`config.mk`:
```
export PLATFORM = sky130hd
export DESIGN_NAME = melody_sequencer
export DESIGN_NICKNAME = d
export VERILOG_FILES = /design/src/rtl/melody_sequencer.sv
export SDC_FILE = /design/constraint.sdc
export NUM_CORES = 1
export LEC_CHECK = 0
export ABC_AREA = 1
export CAP_MARGIN = 10
export CORE_MARGIN = 2
export CORE_UTILIZATION = 35
export CTS_CLUSTER_DIAMETER = 50
export DETAILED_ROUTE_END_ITERATION = 12
export GPL_TIMING_DRIVEN = 0
export PLACE_DENSITY = 0.59
export SLEW_MARGIN = 0
export SYNTH_ARGS = -nofsm -noshare
export SYNTH_HDL_FRONTEND = slang
export SYNTH_SLANG_ARGS = --single-unit
```
`constraint.sdc`:
```
create_clock -name clk_i -period 10.52 [get_ports clk_i]
set_clock_uncertainty 0.15 [all_clocks]
set_input_delay 2.104 -clock clk_i [delete_from_list [all_inputs] [get_ports clk_i]]
set_output_delay 2.104 -clock clk_i [all_outputs]
set_load 0.03 [all_outputs]
```
`src/rtl/melody_sequencer.sv`:
```
// melody_sequencer: walks the song ROM from address 0, loads each note's
// duration into the shared timer, holds the note's pitch for the tone
// generator until the timer expires, then inserts a short silent gap before
// fetching the next note. Playback stops at an end marker (dur == 0) or at
// the top of the address space, or wraps to address 0 when looping.
module melody_sequencer #(
    parameter int ADDR_W     = 8,
    parameter int PITCH_W    = 8,
    parameter int DUR_W      = 16,
    parameter int TICK_SCALE = 100000,
    parameter int GAP_CYCLES = 2
) (
    input  logic                     clk_i,
    input  logic                     rst_i,
    input  logic                     start_i,
    input  logic                     stop_i,
    input  logic                     loop_i,
    output logic [ADDR_W-1:0]        rom_addr_o,
    input  logic [PITCH_W+DUR_W-1:0] rom_data_i,
    output logic                     timer_en_o,
    output logic [31:0]              timer_value_o,
    input  logic                     timeup_i,
    output logic [PITCH_W-1:0]       pitch_o,
    output logic                     note_strobe_o,
    output logic                     playing_o,
    output logic                     done_o
);

    // The gap counter counts down from GAP_CYCLES-1 to 0, so it only needs
    // enough bits to hold GAP_CYCLES-1 (at least one bit).
    localparam int                GAP_W    = (GAP_CYCLES > 1) ? $clog2(GAP_CYCLES) : 1;
    localparam logic [GAP_W-1:0]  GAP_LOAD = GAP_W'(GAP_CYCLES - 1);
    localparam logic [31:0]       TICK     = 32'(TICK_SCALE);

    typedef enum logic [2:0] {
        IDLE,
        FETCH,
        LOAD,
        PLAY,
        GAP,
        DONE
    } state_t;

    state_t              state_q;
    logic [ADDR_W-1:0]   romAddr_q;
    logic                timerEn_q;
    logic [31:0]         timerValue_q;
    logic [PITCH_W-1:0]  pitch_q;
    logic                noteStrobe_q;
    logic                playing_q;
    logic                done_q;
    logic [GAP_W-1:0]    gapCount_q;

    logic [PITCH_W-1:0]  romPitch;
    logic [DUR_W-1:0]    romDur;

    assign romPitch = rom_data_i[PITCH_W+DUR_W-1 -: PITCH_W];
    assign romDur   = rom_data_i[DUR_W-1:0];

    assign rom_addr_o    = romAddr_q;
    assign timer_en_o    = timerEn_q;
    assign timer_value_o = timerValue_q;
    assign pitch_o       = pitch_q;
    assign note_strobe_o = noteStrobe_q;
    assign playing_o     = playing_q;
    assign done_o        = done_q;

    // Sequencer FSM. Every output is a register updated alongside the state,
    // so nothing combinational reaches the ports. Reset and stop share the
    // same clearing path; the timer samples timer_value one edge after it is
    // loaded here, since both are registered at the LOAD->PLAY transition.
    always_ff @(posedge clk_i) begin
        if (rst_i || stop_i) begin
            state_q      <= IDLE;
            romAddr_q    <= '0;
            timerEn_q    <= 1'b0;
            timerValue_q <= '0;
            pitch_q      <= '0;
            noteStrobe_q <= 1'b0;
            playing_q    <= 1'b0;
            done_q       <= 1'b0;
            gapCount_q   <= '0;
        end else begin
            noteStrobe_q <= 1'b0;
            case (state_q)
                IDLE: begin
                    if (start_i) begin
                        state_q   <= FETCH;
                        romAddr_q <= '0;
                        playing_q <= 1'b1;
                    end
                end
                FETCH: begin
                    state_q <= LOAD;
                end
                LOAD: begin
                    if (romDur == '0) begin
                        if (loop_i) begin
                            state_q   <= FETCH;
                            romAddr_q <= '0;
                        end else begin
                            state_q   <= DONE;
                            playing_q <= 1'b0;
                            done_q    <= 1'b1;
                        end
                    end else begin
                        state_q      <= PLAY;
                        timerValue_q <= 32'(romDur) * TICK;
                        pitch_q      <= romPitch;
                        timerEn_q    <= 1'b1;
                        noteStrobe_q <= 1'b1;
                    end
                end
                PLAY: begin
                    if (timeup_i) begin
                        state_q    <= GAP;
                        timerEn_q  <= 1'b0;
                        pitch_q    <= '0;
                        gapCount_q <= GAP_LOAD;
                    end
                end
                GAP: begin
                    if (gapCount_q == '0) begin
                        if (romAddr_q == '1) begin
                            if (loop_i) begin
                                state_q   <= FETCH;
                                romAddr_q <= '0;
                            end else begin
                                state_q   <= DONE;
                                playing_q <= 1'b0;
                                done_q    <= 1'b1;
                            end
                        end else begin
                            state_q   <= FETCH;
                            romAddr_q <= romAddr_q + 1'b1;
                        end
                    end else begin
                        gapCount_q <= gapCount_q - 1'b1;
                    end
                end
                DONE: begin
                    if (start_i) begin
                        state_q   <= FETCH;
                        romAddr_q <= '0;
                        done_q    <= 1'b0;
                        playing_q <= 1'b1;
                    end
                end
                default: begin
                    state_q   <= IDLE;
                    timerEn_q <= 1'b0;
                    pitch_q   <= '0;
                    playing_q <= 1'b0;
                    done_q    <= 1'b0;
                end
            endcase
        end
    end

endmodule

```
## Word-level counts from Yosys, hierarchy flattened

Cells that the tools add are included.

- Flip-flop bits (word level): 51
- Input bits: 30
- Output and inout bits: 52
- Logic and storage cells: 82

- Add/subtract/negate cells: 2
- Multiply operators: 1
- Equal/unequal tests: 13
- Mux-type cells: 35
- Bitwise logic cells: 5
- Reductions and logical operators: 17

Operators with widths:

| kind | count |
|---|---|
| 8-bit two-way mux | 7 |
| 8-bit one-hot mux with 3 select lines | 2 |
| 16-bit by 12-bit multiplier with 27-bit output (second input constant) | 1 |
| 3-bit two-way mux | 6 |
| 16-bit zero test | 1 |
| 1-bit two-way mux | 15 |
| 3-bit one-hot mux with 5 select lines | 1 |
| 2-bit != test (second input constant) | 6 |
| 5-bit AND reduction | 2 |
| 8-bit by 1-bit adder with 8-bit output (second input constant) | 1 |
| 8-bit equality test (second input constant) | 1 |
| 1-bit one-hot mux with 4 select lines | 2 |
| 3-bit by 2-bit equality test with 1-bit output (second input constant) | 2 |
| 3-bit equality test (second input constant) | 2 |
| 3-bit AND reduction | 2 |
| 2-bit OR reduction | 3 |
| 1-bit NOT | 5 |
| 2-bit AND reduction | 2 |
| 4-bit AND reduction | 1 |
| 4-bit OR reduction | 1 |
| 3-bit by 1-bit equality test with 1-bit output (second input constant) | 1 |
| 3-bit zero test | 1 |
| 1-bit one-hot mux with 3 select lines | 1 |
| 3-bit nonzero test | 1 |
| 6 further kinds | 6 |

## Depth between registers and ports, before layout

- Depth in word-level cells: 4
- Gate-level depth with buffers: 23
- Depth with buffers taken out: 23

## Least setup slack after synthesis

Ideal clock, no wire load.

- Path kind: input -> register
- From: input rom_data_i[6]
- To: register timerValue_q[27] (netlist: timer_value_o[27])
- Library setup time: 0.109 ns
- Data arrival time: 5.535 ns
- Required time: 10.261 ns
- Setup slack: 4.726 ns
- Cell stages on the path: 21
- Buffers on the path: 0
- Cells stage by stage: inv_1 ha_1 ha_1 inv_1 fa_1 inv_1 fa_1 inv_1 fa_1 inv_1 ha_1 nand2_1 inv_1 a21oi_1 inv_1 a21oi_1 nand2_1 nand2_1 nand3_1 nand2_1 inv_1

- Word-level cells in the longest chain between the ends: 3
- Elaborated cells between the ends (all ways): 4
- Classes of those cells: 1 x mul; 1 x bitwise; 2 x reduce/logical

Ends and longest elaborated chain:

| element | RTL line | source |
|---|---|---|
| from (decl) | 19 | `input logic [PITCH_W+DUR_W-1:0] rom_data_i,` |
| parallel branches: the longest is 3 deep, another holds 16-bit by 12-bit multiplier with 27-bit output | n/a |  |
| to (signal assigned) | 108 | `timerValue_q <= 32'(romDur) * TICK;` |
| to (decl) | 47 | `logic [31:0] timerValue_q;` |

Parallel ways; which one is timed is not known.
A chain may end at the register's enable or synchronous reset.

## Worst setup path after layout

- From: input rom_data_i[2]
- To: register timerValue_q[27] (netlist: timer_value_o[27])

The elaborated chain is that of the path after synthesis.

==> results_dict.tcl <==
set metrics [dict create \
    critPathKind "in2reg" \
    yosysSeqAreaShare_pct 16.3 \
    power_mw 1.34 \
    remaining_drc_errors 0 \
    worstRegToRegCells 10 \
    synth_fa_ha_area_share_pct 34.5 \
    finalCritPeriodShare_pct 62.8 \
    gp_congestion 0.894 \
    routedWlPerCell_um 12.2 \
    antenna_found_initial 0 \
    coreArea_mm2 0.0174 \
    outcome "complete, no violations" \
    syn_to_final_growth_pct 19.6 \
    end_kind "flip-flop" \
    numCtsBuffers 5 \
    min_from "pitch_o[3]$_SDFFE_PP0P_" \
    path_buf_inv 5 \
    period_minus_slack_ps 6600 \
    setup_viol 0 \
    worstPathMaxFanout 7 \
    power_density_mw_per_mm2 179 \
    maxCapViolCount 0 \
    setup.worst_path.start_class "input pin" \
    die_w_um 138 \
    clk_latency_ps 290 \
    hold_viol 0 \
    synth_xor_area_share_pct 2.80 \
    holdPathStages 2 \
    yosys_warnings 0 \
    detail_route.vias_per_cell 4.52 \
    portBuffers 76 \
    path_clk_slew_ps 60 \
    synth.distinct_cells 33 \
    postRouteAntennaNets 0 \
    final_cell_count_no_fill 1232 \
    syn_inst 919 \
    setup-tns-final_ps 0 \
    critical_path_required_ps 10560 \
    htree_num_levels 2 \
    synth_mux_area_share_pct 0 \
    slowest_delay_ps 650 \
    dr_total_vias 5569 \
    detail_route.first_pass.iterations 5 \
    post-place-cells 1224 \
    cts_resized 0 \
    synth_compound_area_share_pct 7.37 \
    io_pins 82 \
    ys_seq_elements 51 \
    grt_overflow 0 \
    grt_max_degree 17 \
    dp_hpwl_um 12900 \
    cts_num_sinks 51 \
    synth-simple-area-share_pct 24.2 \
    final_nets 1187 \
    crit_family "adder cells" \
    grtUsageTotal_pct 17.0 \
    num_rows 48 \
    cts_setup_buffers 0 \
    vdd_drop_max_mv 0.0785 \
    slew-limit-headroom_pct 63.2 \
    hold_end "pitch_o[3]$_SDFFE_PP0P_" \
    fmax_ghz 0.151 \
    rsz0062_at_grt "no" \
    slew_viol_final 0 \
    drive_gt1_share_pct 3.08 \
    worst_pin_slew_ps 552 \
    ctsHoldBuffers 0 \
    r2r_setup_slack_ps 8410 \
    r2r-end "done_o$_SDFFE_PP0P_" \
    p_leak_nw 4.07 \
    grt_pass1_vias 5554 \
    crit_slowest_cell "clkdlybuf4s50_1" \
    start_util_pct 35.9 \
    drt_iter0_markers 243 \
    cts_tree "yes" \
    die_y_um 138 \
    synth_area_per_cell_um2 6.81 \
    cts_buffer_depth 2 \
    arrival_ps 6640 \
    antennaDiodeCount 0 \
    grt_first_pass_wirelength_um 25900 \
    hold_path.class "reg2reg" \
    path_cells "clkdlybuf4s50_1 > inv_1 > ha_1 > ha_1 > xor2_1 > ha_1 > fa_1 > inv_1 > fa_1 > inv_1 > ha_1 > nand2_1 > nor2_1 > nand3_1 > nand3_1 > nand2_1 > nand3_1 > nand3_1 > nand2_1 > inv_1" \
    synth_top_family_by_area "adder cells" \
    r2r_start "rom_addr_o[0]$_SDFFE_PP0P_" \
    syn_area_mm2 0.00626 \
    dieArea_mm2 0.0190 \
    wl_um 15100 \
    cts-root-buf "clkbuf_16" \
]
[cells in the mapped netlist]
library cell  number  area share [%]
a21oi_1           42             3.4
a21oi_2            1            0.14
a31o_2             3            0.42
and2_1             1            0.10
and3_1             1            0.10
buf_2              3            0.24
buf_4              6            0.72
buf_6              1            0.18
clkbuf_1           8            0.48
clkinv_1           1           0.060
conb_1             1           0.060
dfxtp_1           51              16
fa_1              36              12
ha_1             115              23
inv_1            217              13
inv_2              1           0.060
nand2_1          237              14
nand2_2            3            0.30
nand3_1           44             3.5
nand3b_1           1            0.12
nand4_1            7            0.70
nor2_1            69             4.1
nor2_2             2            0.20
nor3_1             6            0.48
nor3_2             1            0.16
o211ai_1           1            0.12
o21ai_0           30             2.4
o21bai_1           6            0.72
o22ai_1            1            0.10
o31ai_1            1            0.12
or2_2              2            0.20
xnor2_1            6            0.84
xor2_1            14             2.0
[tightest hold or removal path, stage by stage, from the launching register on]
cell and delay (ps):
dfxtp_1 310, nand2_1 60, a21oi_1 50
[through the flow]
step | hold WS (ps) | instance area, um2 | setup WS, ps | util (%)
floorplan | 289 | 6280 | 4730 | -
global placement | 298 | 7320 | 3620 | 42.0
detailed placement | 303 | 7320 | 3600 | 42.0
CTS | 313 | 7490 | 3900 | 43.0
global route | 339 | 7490 | 3530 | 43.0
finish | 312 | 7490 | 3920 | 43.0
[cells in the final DEF (no fill, tap or decap), types with 3 or more instances in the layout]
cell,netlist,layout
o21bai_1,6,6
a31o_2,3,3
dfxtp_1,51,51
inv_1,217,217
nand2_1,237,237
nor2_1,69,69
a21oi_1,42,42
conb_1,1,5
clkdlybuf4s50_1,0,76
o21ai_0,30,30
nand3_1,44,44
fa_1,36,36
clkbuf_1,8,8
nand4_1,7,7
xnor2_1,6,6
nor3_1,6,6
xor2_1,14,14
buf_4,6,6
ha_1,115,115
buf_2,3,3
nand2_2,3,3
clkbuf_16,0,5
[where the power goes]
group          switching (mW)  total [mW]  internal, mW
clock                  0.0728       0.185         0.112
combinational           0.610       0.958         0.348
sequential            0.00234       0.198         0.196
total                   0.685        1.34         0.656
[cell families after synthesis]
logic type | after synthesis
flip-flops | 51
XOR/XNOR | 20
AO/OA/AOI/OAI | 85
AND/OR/NAND/NOR | 374
buffers and inverters | 237
adder cells (fa/ha/maj) | 151
other | 1
[layer usage]
metal | track usage [%] | up-vias | wire [um]
li1 | - | 2967 | -
met1 | 23.8 | 2513 | 7560
met2 | 29.2 | 85 | 6950
met3 | 1.99 | 4 | 520
met4 | 1.47 | 0 | 39
met5 | 0 | - | 0
[how the worst max path moves through the flow]
stage / end / cells after the start / startpoint
after floorplan: timer_value_o[27]$_SDFFE_PP0P_ / 21 / rom_data_i[6]
after global placement: timer_value_o[28]$_SDFFE_PP0P_ / 22 / rom_data_i[2]
after detailed placement: timer_value_o[27]$_SDFFE_PP0P_ / 20 / rom_data_i[2]
after CTS: timer_value_o[27]$_SDFFE_PP0P_ / 20 / rom_data_i[2]
after global routing: timer_value_o[28]$_SDFFE_PP0P_ / 22 / rom_data_i[3]
final: timer_value_o[27]$_SDFFE_PP0P_ / 20 / rom_data_i[2]
[sequential cells by signal (all words and copies together), names as in the netlist]
register       cells
gapCount_q         1
done_o             1
state_q            3
timer_value_o     27
timer_en_o         1
note_strobe_o      1
playing_o          1
rom_addr_o         8
pitch_o            8
[final cells by class]
cell class,instances,area [um2]
plain buffers,18,101
clock buffers,5,125
clock inverters,3,43.8
fillers,1879,9930
inverters,219,822
multi-input cells,635,4330
flip-flops and latches,51,1020
well taps,225,282
repair buffers,76,761
Note: power is estimated with default switching activity, not from simulation.
==> RTL change 1, RTL diff (same settings) <==
The parameter `ADDR_W` goes from 8 to 9.
--- a/src/rtl/melody_sequencer.sv
+++ b/src/rtl/melody_sequencer.sv
@@ -5,5 +5,5 @@
 // the top of the address space, or wraps to address 0 when looping.
 module melody_sequencer #(
-    parameter int ADDR_W     = 8,
+    parameter int ADDR_W     = 9,
     parameter int PITCH_W    = 8,
     parameter int DUR_W      = 16,
Ports: changed (resized rom_addr_o); port bits go from 82 to 83. The function was not compared with the original's and may differ.
==> RTL change 1 against the unedited design <==
Count of clock-buffer cells in the layout grew 1; cell area rose by 2.2%; routed wire length grew 3.1%; power rose by 2.1%; cell count grew 0.97%; sequential cell count is 1 higher; fmax fell by 1.7%; worst setup slack lost 0.11 ns; synthesized area increased by 2.5%; utilization down 0.40 points; sequential power increased by 3%; synthesized cell count up 0.87%; sequential share of layout area is essentially flat; critical endpoint is now timer_value_o[25]$_SDFFE_PP0P_; largest cell class unchanged; largest power group unchanged; highest routed layer unchanged.
==> RTL change 1: results (changes against the unedited design) <==
- PD cells: 179 nW/um2 (about the same)
- Async SR Flop Fraction: 0 (unchanged)
- Worst VDD drop: 0.0000739 V (was 0.0000785 V)
- Layout cells sized above 1: 0.0473 (was 0.0308)
- Worst setup timing slack at the placement stage: 3.51 ns (was 3.60 ns)
- Clock Latency Late Sink: 0.30 ns
- Yosys warnings: 0 (unchanged)
- Number of port buffers: 76 (unchanged)
- Result of the run: finished, final reports clean (unchanged)
- Number of nets in the finished design: 1195 (was 1187)
- Inserted Diodes: 0 (unchanged)
- Switching power share of the total: 0.513 (was 0.511)
- Synth cell types: 44 (was 33)
- Wire length of the first global-routing pass: 27300 um (was 25900 um)
- Count of buffers added by post-CTS timing repair for setup: 0 (unchanged)
- Least-Margin Pin Slew: 0.569 ns (was 0.552 ns)
- Data arrival, critical path: 6.74 ns (was 6.64 ns)
- Reg2Reg Setup Slack: 8.11 ns (was 8.41 ns)
- Number of clock buffers inserted by TritonCTS: 5 (unchanged)
- CTS resizes: 0 (unchanged)
- Maximum clock insertion buffer count: 2 (unchanged)
- Share of synthesized area occupied by flip-flops and latches: 0.162 (was 0.163)
- Synth top cells by count: inv_1 (216), nand2_1 (206), ha_1 (115) (was nand2_1 (237), inv_1 (217), ha_1 (115))
- Synth area leaders: ha_1 (22%), dfxtp_1 (16%), inv_1 (13%), nand2_1 (12%), fa_1 (11%) (was ha_1 (23%), dfxtp_1 (16%), nand2_1 (14%), inv_1 (13%), fa_1 (12%))
- Min Clock Period, post-route: 6.71 ns (was 6.60 ns)
- Post-CTS clock slew at the launch and capture registers of the worst setup and hold paths: 0.06 ns (about the same)
- Global placement routability congestion: 0.875 (was 0.894)
- Largest net degree at the start of global routing: 17 (unchanged)
- Number of flip-flops in the largest register: 27 (unchanged)
- Total of fill cells in the finished design: 1916 (was 1879)
- Dominant synthesized flop cell: dfxtp_1 (unchanged)
- Static Leak: 4.08 nW (was 4.07 nW)
- Setup_tns: 0 ns (unchanged)
- Drt pass-1 iters: 5 (unchanged)
- GRT Resource Usage Total: 0.169 (was 0.170)
- Post-detailed-placement cell area: 7480 um2 (was 7320 um2)
- Aggregate routed wire length: 15500 um (was 15100 um)
- Initial drt markers: 349 (was 243)
- HPWL reported at the end of detailed placement: 13300 um (was 12900 um)
- Antenna violations before repair: 0 (unchanged)
- Root buffer cell: clkbuf_16 (unchanged)
- Number of global-route vias before repair: 5733 (was 5554)
- Via count normalized by instance count: 4.57 (was 4.52)
- Class of the most critical hold timing path: reg2reg (unchanged)
- Largest driver fanout on the critical path: 7 (unchanged)
- H-tree level count: 2 (unchanged)
## RTL change 1: power groups by stage
stage | Sequential (W) | Combinational (W) | Clock (W)
finish | 0.000204 | 0.000976 | 0.000190
detailed placement | 0.000209 | 0.000983 | 0
global placement | 0.000209 | 0.000981 | 0
global route | 0.000205 | 0.00116 | 0.000201
CTS | 0.000204 | 0.000990 | 0.000194
floorplan | 0.000215 | 0.000736 | 0
## RTL change 1: layout make-up
type,instances,area (um2),share of cell area
plain buffers,20,123,0.0160
clock buffers,6,129,0.0168
clock inverters,2,38.8,0.00507
inverters,225,850,0.111
multi-input cells,634,4420,0.578
flip-flops and latches,52,1040,0.136
well taps,229,287,0.0375
repair buffers,76,761,0.0994
## RTL change 1: metal layers
layer / wire length [um] / vias up / track usage / part of all wire
met5: 0 / - / 0 / 0
met4: 114 / 0 / 0.0218 / 0.0073
met3: 487 / 6 / 0.0200 / 0.031
met2: 7250 / 84 / 0.300 / 0.47
met1: 7670 / 2579 / 0.228 / 0.49
li1: - / 3022 / - / -
## RTL change 1: final timing paths
kind / startpoint / to / cells after the start
worst max-delay path: rom_data_i[2] / timer_value_o[25]$_SDFFE_PP0P_ / 21
worst min-delay path: pitch_o[2]$_SDFFE_PP0P_ / pitch_o[2]$_SDFFE_PP0P_ / 2
worst max register to register: rom_addr_o[1]$_SDFFE_PP0P_ / done_o$_SDFFE_PP0P_ / 12
worst min register to register: pitch_o[2]$_SDFFE_PP0P_ / pitch_o[2]$_SDFFE_PP0P_ / 2
## RTL change 1: kinds of logic (layout without fill, tap and decap cells)
logic type / Yosys count / after routing / share of synthesized area
xor+xnor: 20 / 20 / 0.0273
flops: 52 / 52 / 0.162
compound gates: 98 / 98 / 0.0846
buf+inv: 245 / 329 / 0.151
simple gates: 360 / 360 / 0.238
fa+ha+maj: 151 / 151 / 0.336
other cells: 1 / 5 / 0.000584
## RTL change 1: metrics by stage
stage	instances	power (W)	util	hold WS, ns
6_report	1244	0.00137	0.426	0.312
2_1_floorplan	931	0.000951	-	0.295
3_5_place_dp	1236	0.00119	0.417	0.302
3_3_place_gp	1236	0.00119	0.417	0.299
5_1_grt	1244	0.00156	0.426	0.328
4_1_cts	1244	0.00139	0.426	0.313
## RTL change 1: critical path, cell delays in order
cell and delay, ns:
clkdlybuf4s50_1 0.67, inv_1 0.09, ha_1 0.36, xnor2_1 0.32, xor2_1 0.19, inv_1 0.06
ha_1 0.17, o21bai_1 0.20, fa_1 0.54, inv_1 0.06, fa_1 0.55, inv_1 0.05
ha_1 0.36, nand2_1 0.14, inv_1 0.06, a21oi_1 0.28, nor2_1 0.10, nor2_1 0.13
a21oi_1 0.08, o21ai_0 0.17, inv_1 0.06
==> RTL change 2, RTL diff (same flow settings) <==
Made on the original files. Add an input register stage for `start_i`, `stop_i`, `loop_i`, `rom_data_i` and `timeup_i`, without a reset; this delays them by one clock.
--- a/src/rtl/melody_sequencer.sv
+++ b/src/rtl/melody_sequencer.sv
@@ -42,4 +42,18 @@
     } state_t;
 
+    logic start_q;
+    logic stop_q;
+    logic loop_q;
+    logic [PITCH_W+DUR_W-1:0] rom_data_q;
+    logic timeup_q;
+
+    always_ff @(posedge clk_i) begin
+        start_q    <= start_i;
+        stop_q     <= stop_i;
+        loop_q     <= loop_i;
+        rom_data_q <= rom_data_i;
+        timeup_q   <= timeup_i;
+    end
+
     state_t              state_q;
     logic [ADDR_W-1:0]   romAddr_q;
@@ -55,6 +69,6 @@
     logic [DUR_W-1:0]    romDur;
 
-    assign romPitch = rom_data_i[PITCH_W+DUR_W-1 -: PITCH_W];
-    assign romDur   = rom_data_i[DUR_W-1:0];
+    assign romPitch = rom_data_q[PITCH_W+DUR_W-1 -: PITCH_W];
+    assign romDur   = rom_data_q[DUR_W-1:0];
 
     assign rom_addr_o    = romAddr_q;
@@ -71,5 +85,5 @@
     // loaded here, since both are registered at the LOAD->PLAY transition.
     always_ff @(posedge clk_i) begin
-        if (rst_i || stop_i) begin
+        if (rst_i || stop_q) begin
             state_q      <= IDLE;
             romAddr_q    <= '0;
@@ -85,5 +99,5 @@
             case (state_q)
                 IDLE: begin
-                    if (start_i) begin
+                    if (start_q) begin
                         state_q   <= FETCH;
                         romAddr_q <= '0;
@@ -96,5 +110,5 @@
                 LOAD: begin
                     if (romDur == '0) begin
-                        if (loop_i) begin
+                        if (loop_q) begin
                             state_q   <= FETCH;
                             romAddr_q <= '0;
@@ -113,5 +127,5 @@
                 end
                 PLAY: begin
-                    if (timeup_i) begin
+                    if (timeup_q) begin
                         state_q    <= GAP;
                         timerEn_q  <= 1'b0;
@@ -123,5 +137,5 @@
                     if (gapCount_q == '0) begin
                         if (romAddr_q == '1) begin
-                            if (loop_i) begin
+                            if (loop_q) begin
                                 state_q   <= FETCH;
                                 romAddr_q <= '0;
@@ -140,5 +154,5 @@
                 end
                 DONE: begin
-                    if (start_i) begin
+                    if (start_q) begin
                         state_q   <= FETCH;
                         romAddr_q <= '0;
Formal check against the unedited RTL: not equivalent (Yosys sat finds a counterexample within 4 cycles, from zero or initial values).
==> RTL change 2 against the unedited design <==
Synthesized cell count is 4.1% higher; non-clock buffer count unchanged; synthesized area rose by 10%; sequential share of layout area up 5.4 points; fmax grew 44%; power rose by 18%; worst setup slack improved by 2.0 ns; sequential cell count is 28 higher; sequential power rose by 60%; cell area rose by 11%; utilization is 0.096 points lower; routed wire length increased by 6.6%; first-iteration DRC count is 48% higher.
==> RTL change 2: results (changes against the unedited design) <==
- Routed via count: 5860 (was 5569)
- Worst Reg2Reg Path Length in Cells: 19 (was 10)
- Layout cells sized above 1: 0.0503 (was 0.0308)
- Beginning of the worst hold path: rom_data_q[16]$_DFF_P_ (was pitch_o[3]$_SDFFE_PP0P_)
- Met3 wirelength from detailed routing: 596 um (was 520 um)
- Synth cell types: 39 (was 33)
- Hold Crit Endpoint: pitch_o[0]$_SDFFE_PP0P_ (was pitch_o[3]$_SDFFE_PP0P_)
- Number of clock buffers inserted by TritonCTS: 9 (was 5)
- Worst VDD drop: 0.0000836 V (was 0.0000785 V)
- Avg WL per Cell: 12.2 um (about the same)
- Initial drt markers: 360 (was 243)
- Category of the critical setup timing path: reg2reg (was in2reg)
- Minimum hold slack: 0.299 ns (was 0.312 ns)
- Wire length of the first global-routing pass: 26700 um (was 25900 um)
- Data arrival, critical path: 4.68 ns (was 6.64 ns)
- Met2 Routed Length: 7420 um (was 6950 um)
- Largest net degree at the start of global routing: 15 (was 17)
- CP max-delay cell: fa_1 (was clkdlybuf4s50_1)
- Share of synthesized area occupied by flip-flops and latches: 0.229 (was 0.163)
- Routed length on met1: 7770 um (was 7560 um)
- Static Leak: 4.44 nW (was 4.07 nW)
- Number of global-route vias before repair: 5597 (was 5554)
- Clock Latency Late Sink: 0.34 ns (was 0.29 ns)
- Synth top cells by count: nand2_1 (240), inv_1 (216), ha_1 (115) (was nand2_1 (237), inv_1 (217), ha_1 (115))
- Number of nets in the finished design: 1229 (was 1187)
- Result of the run: finished, final reports clean (unchanged)
- Synth area leaders: dfxtp_1 (23%), ha_1 (21%), nand2_1 (13%), inv_1 (12%), fa_1 (10%) (was ha_1 (23%), dfxtp_1 (16%), nand2_1 (14%), inv_1 (13%), fa_1 (12%))
- Global placement routability congestion: 0.897 (was 0.894)
- H-tree level count: 3 (was 2)
- Total of fill cells in the finished design: 2019 (was 1879)
- Class of the most critical hold timing path: reg2reg (unchanged)
- Least-Margin Pin Slew: 0.543 ns (was 0.552 ns)
- HPWL reported at the end of detailed placement: 13400 um (was 12900 um)
- Reg2Reg Setup Slack: 5.93 ns (was 8.41 ns)
- Worst R2R Start: rom_data_q[2]$_DFF_P_ (was rom_addr_o[0]$_SDFFE_PP0P_)
- GRT Resource Usage Total: 0.164 (was 0.170)
- Worst path max stage delay: 0.55 ns (was 0.65 ns)
[RTL change 2: cell types whose count changed after synthesis, sizes merged, moves of 2 or more]
cell	unedited run	this run
dfxtp	51	79
nand2	240	248
nand4	7	4
nor4	0	2
[RTL change 2: through the flow]
step,worst slack [ns],instance area (um2),instances
2_1_floorplan,6.43,6920,961
3_3_place_gp,5.96,8010,1302
3_5_place_dp,5.95,8010,1302
4_1_cts,5.94,8320,1318
5_1_grt,5.59,8320,1318
6_report,5.93,8320,1318
[RTL change 2: critical path: cells and delay by family (launching register included)]
family	cells	cell delay, ns
flops	1	0.48
xor+xnor	1	0.17
simple gates	8	1.07
fa+ha+maj	6	2.41
buf+inv	4	0.21
[RTL change 2: cell type report]
cell class,instances,share of cell area
Buffer,18,0.0120
Multi-Input combinational cell,644,0.530
Sequential cell,79,0.190
Inverter,220,0.0997
Clock buffer,10,0.0287
Tap cell,265,0.0398
Timing Repair Buffer,76,0.0914
Clock inverter,6,0.00812
[RTL change 2: logic make-up (layout without fill, tap and decap cells)]
family	after synthesis	in the layout	share of synthesized area
compound gates	86	86	0.0678
simple gates	382	382	0.230
buf+inv	238	330	0.135
other cells	1	5	0.000543
flops	79	79	0.229
fa+ha+maj	151	151	0.313
xor+xnor	20	20	0.0254
[RTL change 2: per-layer routing]
layer,track usage,up-vias
met1,0.212,2654
met3,0.0252,13
met4,0.0460,0
met5,0,-
li1,-,3102
met2,0.284,91
[RTL change 2: power breakdown]
part           switching (W)  internal, W
sequential        0.00000891     0.000308
combinational       0.000605     0.000343
clock               0.000129     0.000191
